## config.mk

```make
export PLATFORM = sky130hd
export DESIGN_NAME = uart_controller
export DESIGN_NICKNAME = d
export VERILOG_FILES = /design/src/rtl/uart_pkg.sv /design/src/rtl/uart_rx_engine.sv /design/src/rtl/uart_controller.sv
export SDC_FILE = /design/constraint.sdc
export NUM_CORES = 1
export LEC_CHECK = 0
export CAP_MARGIN = 15
export CORE_ASPECT_RATIO = 1.1
export CORE_MARGIN = 3
export CORE_UTILIZATION = 30
export CTS_CLUSTER_DIAMETER = 100
export DETAILED_ROUTE_END_ITERATION = 10
export DONT_BUFFER_PORTS = 1
export GPL_ROUTABILITY_DRIVEN = 0
export SLEW_MARGIN = 30
export SYNTH_ARGS = -nofsm -noshare
export SYNTH_HDL_FRONTEND = slang
export SYNTH_SLANG_ARGS = --single-unit
```

## constraint.sdc

```tcl
create_clock -name clk -period 2.5 [get_ports clk]
set_input_delay 0.5 -clock clk [delete_from_list [all_inputs] [get_ports clk]]
set_output_delay 0.5 -clock clk [all_outputs]
set_load 0.01 [all_outputs]
```

## src/rtl/uart_pkg.sv

```systemverilog
// Shared definitions for the 8N1 UART: FSM state encoding and frame constants.
package uart_pkg;

  typedef enum logic [1:0] {
    IDLE  = 2'd0,
    START = 2'd1,
    DATA  = 2'd2,
    STOP  = 2'd3
  } uart_state_e;

  localparam logic START_BIT = 1'b0;
  localparam logic STOP_BIT  = 1'b1;
  localparam int   DATA_BITS = 8;

endpackage

```

## src/rtl/uart_rx_engine.sv

```systemverilog
// Receive path: 2-flop synchroniser, mid-bit sampling FSM, shift register and
// the held output byte that only updates on a correctly framed character.
module uart_rx_engine #(
  parameter int CLKS_PER_BIT = 1,
  parameter int DATA_BITS    = 8
) (
  input  logic                 clk,
  input  logic                 reset,
  input  logic                 rx_line,
  output logic [DATA_BITS-1:0] rx_byte
);
  import uart_pkg::*;

  localparam int            CW   = $clog2(CLKS_PER_BIT) + 1;
  localparam logic [CW-1:0] LAST = CW'(CLKS_PER_BIT - 1);
  localparam logic [CW-1:0] HALF = CW'(CLKS_PER_BIT / 2);

  logic                 sync1_r;
  logic                 sync2_r;
  uart_state_e          state_r;
  logic [CW-1:0]        cnt_r;
  logic [2:0]           idx_r;
  logic [DATA_BITS-1:0] shift_r;
  logic [DATA_BITS-1:0] rx_byte_r;

  // Line synchroniser; resets to idle-high so an undriven line looks idle.
  always_ff @(posedge clk or posedge reset) begin
    if (reset) begin
      sync1_r <= 1'b1;
      sync2_r <= 1'b1;
    end else begin
      sync1_r <= rx_line;
      sync2_r <= sync1_r;
    end
  end

  // Receive FSM: the falling edge seen in IDLE is time zero; every later
  // sample lands HALF + n*CLKS_PER_BIT cycles after it.
  always_ff @(posedge clk or posedge reset) begin
    if (reset) begin
      state_r   <= IDLE;
      cnt_r     <= '0;
      idx_r     <= 3'd0;
      shift_r   <= '0;
      rx_byte_r <= '0;
    end else begin
      case (state_r)
        IDLE: begin
          cnt_r <= '0;
          idx_r <= 3'd0;
          if (sync2_r == START_BIT) begin
            // With one clock per bit the mid-point is the edge cycle itself.
            if (HALF == '0) begin
              state_r <= DATA;
            end else begin
              state_r <= START;
              cnt_r   <= CW'(1);
            end
          end else begin
            state_r <= IDLE;
          end
        end
        START: begin
          if (cnt_r == HALF) begin
            cnt_r <= '0;
            if (sync2_r == START_BIT) begin
              state_r <= DATA;
            end else begin
              state_r <= IDLE;
            end
          end else begin
            cnt_r <= cnt_r + CW'(1);
          end
        end
        DATA: begin
          if (cnt_r == LAST) begin
            cnt_r   <= '0;
            shift_r <= {sync2_r, shift_r[DATA_BITS-1:1]};
            if (idx_r == 3'd7) begin
              idx_r   <= 3'd0;
              state_r <= STOP;
            end else begin
              idx_r <= idx_r + 3'd1;
            end
          end else begin
            cnt_r <= cnt_r + CW'(1);
          end
        end
        STOP: begin
          if (cnt_r == LAST) begin
            cnt_r   <= '0;
            state_r <= IDLE;
            // A low stop bit is a framing error: keep the previous byte.
            if (sync2_r == STOP_BIT) begin
              rx_byte_r <= shift_r;
            end else begin
              rx_byte_r <= rx_byte_r;
            end
          end else begin
            cnt_r <= cnt_r + CW'(1);
          end
        end
        default: begin
          state_r <= IDLE;
          cnt_r   <= '0;
          idx_r   <= 3'd0;
        end
      endcase
    end
  end

  assign rx_byte = rx_byte_r;

endmodule

```

## src/rtl/uart_controller.sv

```systemverilog
// Full-duplex 8N1 UART top: transmit FSM with a registered serial output and
// an instantiated receive engine, both timed by a fixed clocks-per-bit count.
module uart_controller #(
  parameter int CLKS_PER_BIT = 1,
  parameter int DATA_BITS    = 8
) (
  input  logic                 clk,
  input  logic                 reset,
  input  logic [DATA_BITS-1:0] i_tx_data,
  input  logic                 i_tx_ready,
  input  logic                 i_rx_data,
  output logic                 o_tx_data,
  output logic [DATA_BITS-1:0] o_rx_data
);
  import uart_pkg::*;

  localparam int            CW   = $clog2(CLKS_PER_BIT) + 1;
  localparam logic [CW-1:0] LAST = CW'(CLKS_PER_BIT - 1);

  uart_state_e          state_r;
  logic [CW-1:0]        cnt_r;
  logic [2:0]           idx_r;
  logic [DATA_BITS-1:0] shift_r;
  logic                 tx_r;

  // Transmit FSM; the line level for each bit is loaded on the edge that
  // enters that bit, so the start bit appears the cycle after acceptance.
  always_ff @(posedge clk or posedge reset) begin
    if (reset) begin
      state_r <= IDLE;
      cnt_r   <= '0;
      idx_r   <= 3'd0;
      shift_r <= '0;
      tx_r    <= STOP_BIT;
    end else begin
      case (state_r)
        IDLE: begin
          tx_r  <= STOP_BIT;
          cnt_r <= '0;
          idx_r <= 3'd0;
          if (i_tx_ready) begin
            shift_r <= i_tx_data;
            tx_r    <= START_BIT;
            state_r <= START;
          end else begin
            state_r <= IDLE;
          end
        end
        START: begin
          if (cnt_r == LAST) begin
            cnt_r   <= '0;
            state_r <= DATA;
            tx_r    <= shift_r[0];
          end else begin
            cnt_r <= cnt_r + CW'(1);
          end
        end
        DATA: begin
          if (cnt_r == LAST) begin
            cnt_r <= '0;
            if (idx_r == 3'd7) begin
              idx_r   <= 3'd0;
              state_r <= STOP;
              tx_r    <= STOP_BIT;
            end else begin
              idx_r   <= idx_r + 3'd1;
              shift_r <= {1'b0, shift_r[DATA_BITS-1:1]};
              tx_r    <= shift_r[1];
            end
          end else begin
            cnt_r <= cnt_r + CW'(1);
          end
        end
        STOP: begin
          if (cnt_r == LAST) begin
            cnt_r   <= '0;
            state_r <= IDLE;
          end else begin
            cnt_r <= cnt_r + CW'(1);
          end
        end
        default: begin
          state_r <= IDLE;
          cnt_r   <= '0;
          idx_r   <= 3'd0;
          tx_r    <= STOP_BIT;
        end
      endcase
    end
  end

  assign o_tx_data = tx_r;

  uart_rx_engine #(
    .CLKS_PER_BIT (CLKS_PER_BIT),
    .DATA_BITS    (DATA_BITS)
  ) u_rx (
    .clk     (clk),
    .reset   (reset),
    .rx_line (i_rx_data),
    .rx_byte (o_rx_data)
  );

endmodule

```

**Word-level counts from Yosys, hierarchy flattened**

Cells that the tools add are included.

- Mux-type cells: 31
- Equal/unequal tests: 18
- Reductions and logical operators: 15
- Add/subtract/negate cells: 4
- Bitwise operators: 1

Operator list:

| operator | number |
|---|---|
| 8-bit 2-to-1 mux | 3 |
| 2-bit 2-to-1 mux | 9 |
| 2-bit inequality test, second input constant | 9 |
| 2-bit case mux with 4 select lines | 2 |
| 8-bit case mux with 2 select lines | 1 |
| 3-bit 2-to-1 mux | 4 |
| 3-bit case mux with 2 select lines | 2 |
| 4-bit AND reduction | 3 |
| 2-bit == test, second input constant | 4 |
| 1-bit 2-to-1 mux | 7 |
| 3-bit by 1-bit adder with 3-bit output, second input constant | 2 |
| 3-bit == test, second input constant | 2 |
| 2-bit AND reduction | 3 |
| 3-bit AND reduction | 2 |
| 3-bit OR reduction | 2 |
| 2-bit by 1-bit == test with 1-bit output, second input constant | 2 |
| 2-bit zero test | 2 |
| 1-bit case mux with 2 select lines | 2 |
| 2-bit nonzero test | 2 |
| 1-bit case mux with 3 select lines | 1 |
| 3-bit nonzero test | 1 |
| 1-bit adder, second input constant | 2 |
| 2-bit by 1-bit inequality test with 1-bit output, second input constant | 1 |
| 1-bit NOT | 1 |

- Output and inout port bits: 9
- Word-level logic and storage cells: 81
- Bits of input ports: 12
- Bits in registers: 39

**Depth between registers and ports, before layout**

Gate-level depths: netlist (run 1).

- Depth after elaboration: 4
- Depth in mapped cells: 7
- Mapped depth without buffers: 5

**By module**

A second synthesis (run 1) with hierarchy kept.

- Cells, all modules: 116
- Area total of the unflattened synthesis: 1712.9 um2

Modules (own cells, without submodules):

| module | cells an instance | area each (um2) | sequential area each (um2) | instances |
|---|---|---|---|---|
| uart_rx_engine | 51 | 903.4 | 578.1 | 1 |
| uart_controller | 65 | 809.5 | 351.6 | 1 |

**Worst setup path before layout (run 1)**

No wires, ideal clock.

- Kind: register to register
- From: reg state_r[0]
- To: reg shift_r[0]
- Slack: 0.934 ns
- Arrival time: 1.442 ns
- Setup time: 0.125 ns
- Cell stages (with the launch flop): 7
- Period minus slack after synthesis: 1.566 ns
- Buffers on the path: 1
- Data required time: 2.375 ns
- Path through: dfrtp_1 inv_1 ha_1 buf_6 nor2_1 nand3b_4 mux2_2

- Cells in the longest elaborated chain, start to end: 3
- Elaborated cells between the ends (all ways): 8
- Classes of those cells: 4 x eq/ne; 1 x mux; 3 x reduce/logical

RTL lines:

| item | line | RTL |
|---|---|---|
| start, declared | uart_controller.sv:20 | `uart_state_e state_r;` |
| start signal, assigned | uart_controller.sv:30 | `state_r <= IDLE;` |
| start signal, assigned | uart_controller.sv:44 | `state_r <= START;` |
| start signal, assigned | uart_controller.sv:46 | `state_r <= IDLE;` |
| 2-bit == test or 2-bit zero test (tied branches) | uart_controller.sv:36 | `case (state_r)` |
| 2-bit inequality test (no line) or 2-bit nonzero test (tied branches) | - |  |
| 4-bit AND reduction (no line) | - |  |
| end signal, assigned | uart_controller.sv:42 | `shift_r <= i_tx_data;` |
| end signal, assigned | uart_controller.sv:67 | `shift_r <= {1'b0, shift_r[DATA_BITS-1:1]};` |
| end, declared | uart_controller.sv:23 | `logic [DATA_BITS-1:0] shift_r;` |

Parallel ways exist; a longest one is shown, timed or not.
A chain may end at the register's enable or synchronous reset.

**Worst setup path after layout (run 1)**

- From: reg state_r[0]
- To: reg shift_r[4]

Same word-level chain as after synthesis.

==> results by group, run 1 <==
Clocking
  • TritonCTS clock tree: built
  • Cts-stage hold buffer count: 0
  • # H-tree levels: 2
  • Post-CTS resize count: 0
  • Max Root-Sink Buffers: 2
  • Root buffer cell: clkbuf_8
  • Clock slew seen by the registers of the worst setup and hold paths: about 0.07 ns
  • TritonCTS buffer count: 5
  • Clock sink count: 37
  • Latest clock arrival within the worst-skew pair: 0.28 ns
  • Setup bufs post-CTS: 0

Routing
  • Via count of the routed design: slightly above 900
  • Initial DRC Count: 17
  • # DRC: 0
  • Final wirelength: ~2500 µm
  • Wirelength per Cell: roughly 13 µm
  • Routed Antenna Nets: 0
  • DRT Pass-1 Iters: 3
  • Vias per inst: ~4.6

Critical path
  • Worst Path Required: 2.66 ns
  • Worst-path fanout max: 16
  • Crit Path Category: reg -> reg
  • RR Startpoint: state_r[0]$_DFFE_PP0P_
  • CP max-delay cell: dfrtp_1
  • Max incr delay on CP: about 0.4 ns
  • Worst-case reg-to-reg path depth: 6
  • Setup crit end kind: register
  • CP arrival: approximately 1.9 ns
  • CP startpoint kind: register
  • R2r endpoint: shift_r[4]$_DFFE_PP0P_
  • Crit path cell chain: inv_1 -> ha_1 -> buf_4 -> nor2_1 -> nand3b_4 -> mux2_2
  • CP startpoint: state_r[0]$_DFFE_PP0P_
  • Flop2flop setup slack: between 0.7 and 0.8 ns

Logic synthesis
  • Avg Cell Area, Syn: around 14 µm²
  • Synthesized area: about 1700 µm²
  • Area leader, netlist: dfrtp_1
  • Gate Count Post-Synth: 117
  • Synth top cells by count: dfrtp_1 (34), mux2_2 (27), ha_1 (9)
  • Top-count cell post-synth: dfrtp_1
  • Ys flop type: dfrtp_1
  • Yosys reg bits: 37
  • Post-synth ARST share: 1.000
  • Area contributors post-synth: dfrtp_1 (51%), mux2_2 (18%), ha_1 (6.8%)
  • Post-synthesis sequential area ratio: 0.5603
  • YS warnings: 0
  • Post-synth EDFFs: 0
  • Synthesized net count: about 140
  • Yosys top cell area share: 0.5128
  • Netlist cell types: 27

Final layout
  • Fin util: 0.3602
  • Share of cells above drive strength 1: 0.3680
  • Area grow syn2layout: 12.22%
  • Antenna Diode Count: 0
  • Number of nets in the layout: about 150
  • Fin cells: around 200

STA
  • Fin. max-slew vios: 0
  • Max-slew headroom: 0.6998
  • RSZ-0062 raised after global routing: no
  • Setup-failing EPs final: 0
  • Total Negative Setup Slacks: 0 ns
  • Tmin final: ~1.8 ns
  • Final Hold Vio Count: 0
  • WHS: roughly 0.21 ns
  • Max Clk Rate: between 500 and 600 MHz
  • Worst-margin pin slew: 0.4503 ns
  • Final Cycle Share: 0.7089
  • Setup Skew: roughly 0.0037 ns

Global routing
  • GRT Resource Usage Total: 0.08732
  • Antenna violations before repair: 0
  • Largest net degree at the start of global routing: 38
  • Number of global-route vias before repair: about 1,000
  • First-pass GRT wire length: 4554 µm
  • Gr ovfl total: 0

Floorplan
  • Die area: around 6500 µm²
  • Site row count: 27
  • Die Ht: 84.00 µm
  • Die X-Extent: around 77 µm
  • Starting Density: 0.3210
  • Ports: 21
  • Core ar.: 5169 µm²

Power
  • Leakage: 0.8389 nW
  • Design Power: roughly 2.5 mW
  • PD cells: 1361 nW/µm²
  • Max VDD drop: 0.5913 mV

Run status
  • Status: finished, final reports clean

Placed design
  • PortBufs: 0
  • Cells after DPL: around 190
  • Detailed placement HPWL: around 1800 µm

Run
  • Max Cap Violations: 0

Min path
  • Worst hold path type: in -> async
## cells in the final DEF (no fill, tap or decap)
cell,netlist,routed
a21boi_0,1,1
a21o_1,1,1
a21oi_1,2,2
a22o_1,4,4
a31oi_1,1,1
and2_1,1,1
buf_4,1,3
bufinv_16,0,1
clkbuf_8,0,6
clkinvlp_4,0,1
dfrtp_1,34,34
dfstp_2,3,3
ha_1,9,9
inv_1,4,4
mux2_2,27,27
mux2_4,3,3
mux2i_1,1,1
nand2_1,6,6
nand2b_1,2,2
nand3_1,1,1
nand3_2,1,1
nand3b_4,1,1
nor2_1,2,2
nor2b_1,2,2
nor4b_1,1,1
o21ai_0,4,4
o21bai_1,1,1
o22ai_1,1,1
or2b_1,1,1
## worst max-delay path: cells and delay by family, from the launching register on
family,cells,cell delay [ns]
adders and majority gates,1,0.21
buffers and inverters,2,0.29
DFF,1,0.39
muxes,1,0.35
and+or+nand+nor,2,0.41
## through the flow
stage | instance area (µm²) | worst slack (ns)
detailed placement | 1742 | 0.7320
floorplan | 1659 | 0.9335
CTS | 1862 | 0.7122
finish | 1862 | 0.7277
global placement | 1742 | 0.8140
global route | 1862 | 0.6436
## routing by layer
metal,track usage,vias to the layer above,wire (µm)
met5,0,-,0
met4,0.02965,0,17
met3,0.03996,3,191
met2,0.1466,22,1211
met1,0.09721,455,1045
li1,-,426,-
## state kept, by name (all words and copies together) (netlist names)
| name | flops |
|---|---|
| u_rx.sync2_r | 1 |
| state_r | 2 |
| shift_r | 8 |
| u_rx.idx_r | 3 |
| u_rx.state_r | 2 |
| u_rx.sync1_r | 1 |
| u_rx.rx_byte | 8 |
| idx_r | 3 |
| o_tx_data | 1 |
| u_rx.shift_r | 8 |
## power breakdown
part | leakage, nW | total, mW | switching, mW | internal (mW)
Clock | 0.0574 | 0.528 | 0.204 | 0.324
Sequential | 0.443 | 1.11 | 0.217 | 0.893
Combinational | 0.338 | 0.896 | 0.364 | 0.533
## how the worst max path moves through the flow
| stage | end | cells past startpoint |
|---|---|---|
| 3_5_place_dp | shift_r[4]$_DFFE_PP0P_ | 6 |
| 2_1_floorplan | shift_r[0]$_DFFE_PP0P_ | 6 |
| 3_3_place_gp | shift_r[3]$_DFFE_PP0P_ | 6 |
| 5_1_grt | shift_r[3]$_DFFE_PP0P_ | 6 |
| 4_1_cts | shift_r[3]$_DFFE_PP0P_ | 6 |
| 6_report | shift_r[4]$_DFFE_PP0P_ | 6 |
## kinds of logic (layout without fill, tap and decap cells)
| family | Yosys count | count (layout) | synth area share |
|---|---|---|---|
| simple gates | 18 | 18 | 0.06787 |
| flops | 37 | 37 | 0.5603 |
| mux | 31 | 31 | 0.2164 |
| buf+inv | 7 | 15 | 0.02715 |
| compound gates | 15 | 15 | 0.06034 |
| fa+ha+maj | 9 | 9 | 0.06787 |
## area by class of cell
type,instances,area [µm²]
clock buffers,6,82.58
clock inverters,2,37.54
fillers,501,3307
inverters,4,15.01
multi-input cells,73,684.4
flip-flops and latches,37,929.6
well taps,72,90.09
repair buffers,3,22.52
No activity file was read; power rests on OpenSTA's default activity.
==> inputs of run 2 (changes only) <==
- clock period: 2.5 -> 1.7 ns (I/O delays scaled with it)
==> results by group, run 2 (synthesis gave the netlist of run 1 again) <==
Final layout
  • Commonest non-fill, non-tap cells in the layout: dfrtp_1 (34), mux2_2 (27), ha_1 (8)
  • Share of cells above drive strength 1: 0.3984
  • Number of nets in the layout: approximately 150
  • Area grow syn2layout: 12.22%
  • Fin util: 0.3602
  • Fin cells: 200
  • Antenna Diode Count: 0
  • Commonest non-fill, non-tap cell in the layout: dfrtp_1

STA
  • Max-slew headroom: 0.6984
  • Setup-failing EPs final: 0
  • Worst-margin pin slew: 0.4524 ns
  • Tmin final: around 1.6 ns
  • Final Hold Vio Count: 0
  • Final worst slack: 0.09609 ns
  • Setup Skew: ~0.0047 ns
  • Final Cycle Share: 0.9435
  • WHS: around 0.043 ns
  • Fin. max-slew vios: 0
  • Max Clk Rate: 623.5 MHz

Power
  • Max VDD drop: just over 0.9 mV
  • Leakage: around 0.84 nW
  • Design Power: between 3 and 4 mW
  • PD cells: between 1500 and 2000 nW/µm²

Critical path
  • Worst-case reg-to-reg path depth: 5
  • Flop2flop setup slack: a little under 0.1 ns
  • Max incr delay on CP: between 0.4 and 0.5 ns
  • Setup crit end kind: register
  • RR Startpoint: state_r[1]$_DFFE_PP0P_
  • Worst Path Required: ~1.9 ns
  • CP arrival: between 1.5 and 2 ns
  • Crit Path Category: reg -> reg
  • Worst-path fanout max: 7
  • R2r endpoint: shift_r[3]$_DFFE_PP0P_
  • CP startpoint kind: register
  • Crit path cell chain: inv_1 -> ha_1 -> nor2_2 -> nand3b_4 -> mux2_2
  • CP max-delay cell: dfrtp_1

Global routing
  • Largest net degree at the start of global routing: 38
  • Gr ovfl total: 0
  • Antenna violations before repair: 0
  • Number of global-route vias before repair: between 1,000 and 1,500
  • GRT Resource Usage Total: 0.09377
  • First-pass GRT wire length: ~4700 µm

Clocking
  • Cts-stage hold buffer count: 0
  • Root buffer cell: clkbuf_8
  • TritonCTS buffer count: 5
  • Latest clock arrival within the worst-skew pair: between 0.2 and 0.3 ns
  • # H-tree levels: 2
  • Clock sink count: 37
  • TritonCTS clock tree: built
  • Clock slew seen by the registers of the worst setup and hold paths: 0.07 ns
  • Max Root-Sink Buffers: 2

Placed design
  • Cells after DPL: around 190
  • Dpl ws: 0.04721 ns
  • PortBufs: 0
  • Detailed placement HPWL: between 1500 and 2000 µm

Routing
  • DRT Pass-1 Iters: 4
  • Vias per inst: between 4 and 5
  • # DRC: 0
  • Via count of the routed design: 902
  • Routed Antenna Nets: 0
  • Wirelength per Cell: approximately 13 µm
  • Initial DRC Count: 18
  • Final wirelength: 2625 µm

Min path
  • Worst hold path type: in -> async

Floorplan
  • Starting Density: 0.3210
  • Die X-Extent: 76.91 µm
  • Die area: 6460 µm²
  • Core ar.: approximately 5200 µm²
  • Ports: 21
  • Die Ht: about 84 µm
  • Site row count: 27

Run status
  • Status: finished, final reports clean

Run
  • Max Cap Violations: 0
==> run 2: cell count changes in the layout (fill, tap and decap cells not counted), sizes merged <==
| cell | change |
|---|---|
| clkinv | +2 |
| clkinvlp | -1 |
| bufinv | -1 |
| buf | +3 |
==> run 2: power breakdown <==
| group | internal (mW) | total [mW] | switching, mW | leakage [nW] |
|---|---|---|---|---|
| Sequential | 1.31 | 1.63 | 0.322 | 0.443 |
| Clock | 0.284 | 0.578 | 0.294 | 0.0450 |
| Combinational | 0.855 | 1.43 | 0.579 | 0.353 |
| Total | 2.45 | 3.65 | 1.20 | 0.841 |
==> run 2: what timing repair did <==
item | CTS | global route
buffers inserted | 0 | 1
gates resized for setup | 0 | 4
setup endpoints to repair | 0 | 7
endpoints found under the hold margin | 0 | 0
==> run 2: per-stage QoR <==
stage	cell area, µm²	TNS [ns]
floorplan	1659	0
detailed placement	1757	0
global route	1862	-0.01240
global placement	1757	0
finish	1862	0
CTS	1839	0
==> run 2: how the worst max path moves through the flow <==
stage,from,end,slack (ns),cells after the start
2_1_floorplan,state_r[0]$_DFFE_PP0P_,shift_r[0]$_DFFE_PP0P_,0.13,6
3_3_place_gp,state_r[1]$_DFFE_PP0P_,shift_r[4]$_DFFE_PP0P_,0.11,5
3_5_place_dp,state_r[0]$_DFFE_PP0P_,shift_r[3]$_DFFE_PP0P_,0.05,5
4_1_cts,state_r[0]$_DFFE_PP0P_,shift_r[3]$_DFFE_PP0P_,0.02,6
5_1_grt,state_r[1]$_DFFE_PP0P_,shift_r[3]$_DFFE_PP0P_,-0.007,5
6_report,state_r[1]$_DFFE_PP0P_,shift_r[3]$_DFFE_PP0P_,0.1,5
==> run 2: critical path, delay by kind of cell (launching register included) <==
family        cells  cell delay [ns]
simple gates      2             0.34
flops             1             0.41
mux               1             0.35
fa+ha+maj         1             0.26
buf+inv           1             0.12
==> run 2: cell type report <==
class	count	area, µm²
Fill cell	503	3307
Sequential cell	37	929.6
Multi-Input combinational cell	73	699.4
Tap cell	72	90.09
Clock buffer	6	72.57
Timing Repair Buffer	6	45.04
Inverter	4	15.01
Clock inverter	2	10.01
==> run 2: routing by layer <==
layer | wire, µm | GRT usage | share of wire | vias to the layer above
met1 | 1106 | 0.1042 | 0.42 | 445
met3 | 219 | 0.05292 | 0.083 | 4
met5 | 0 | 0 | 0 | -
li1 | - | - | - | 431
met4 | 32 | 0.02965 | 0.012 | 0
met2 | 1266 | 0.1513 | 0.48 | 22
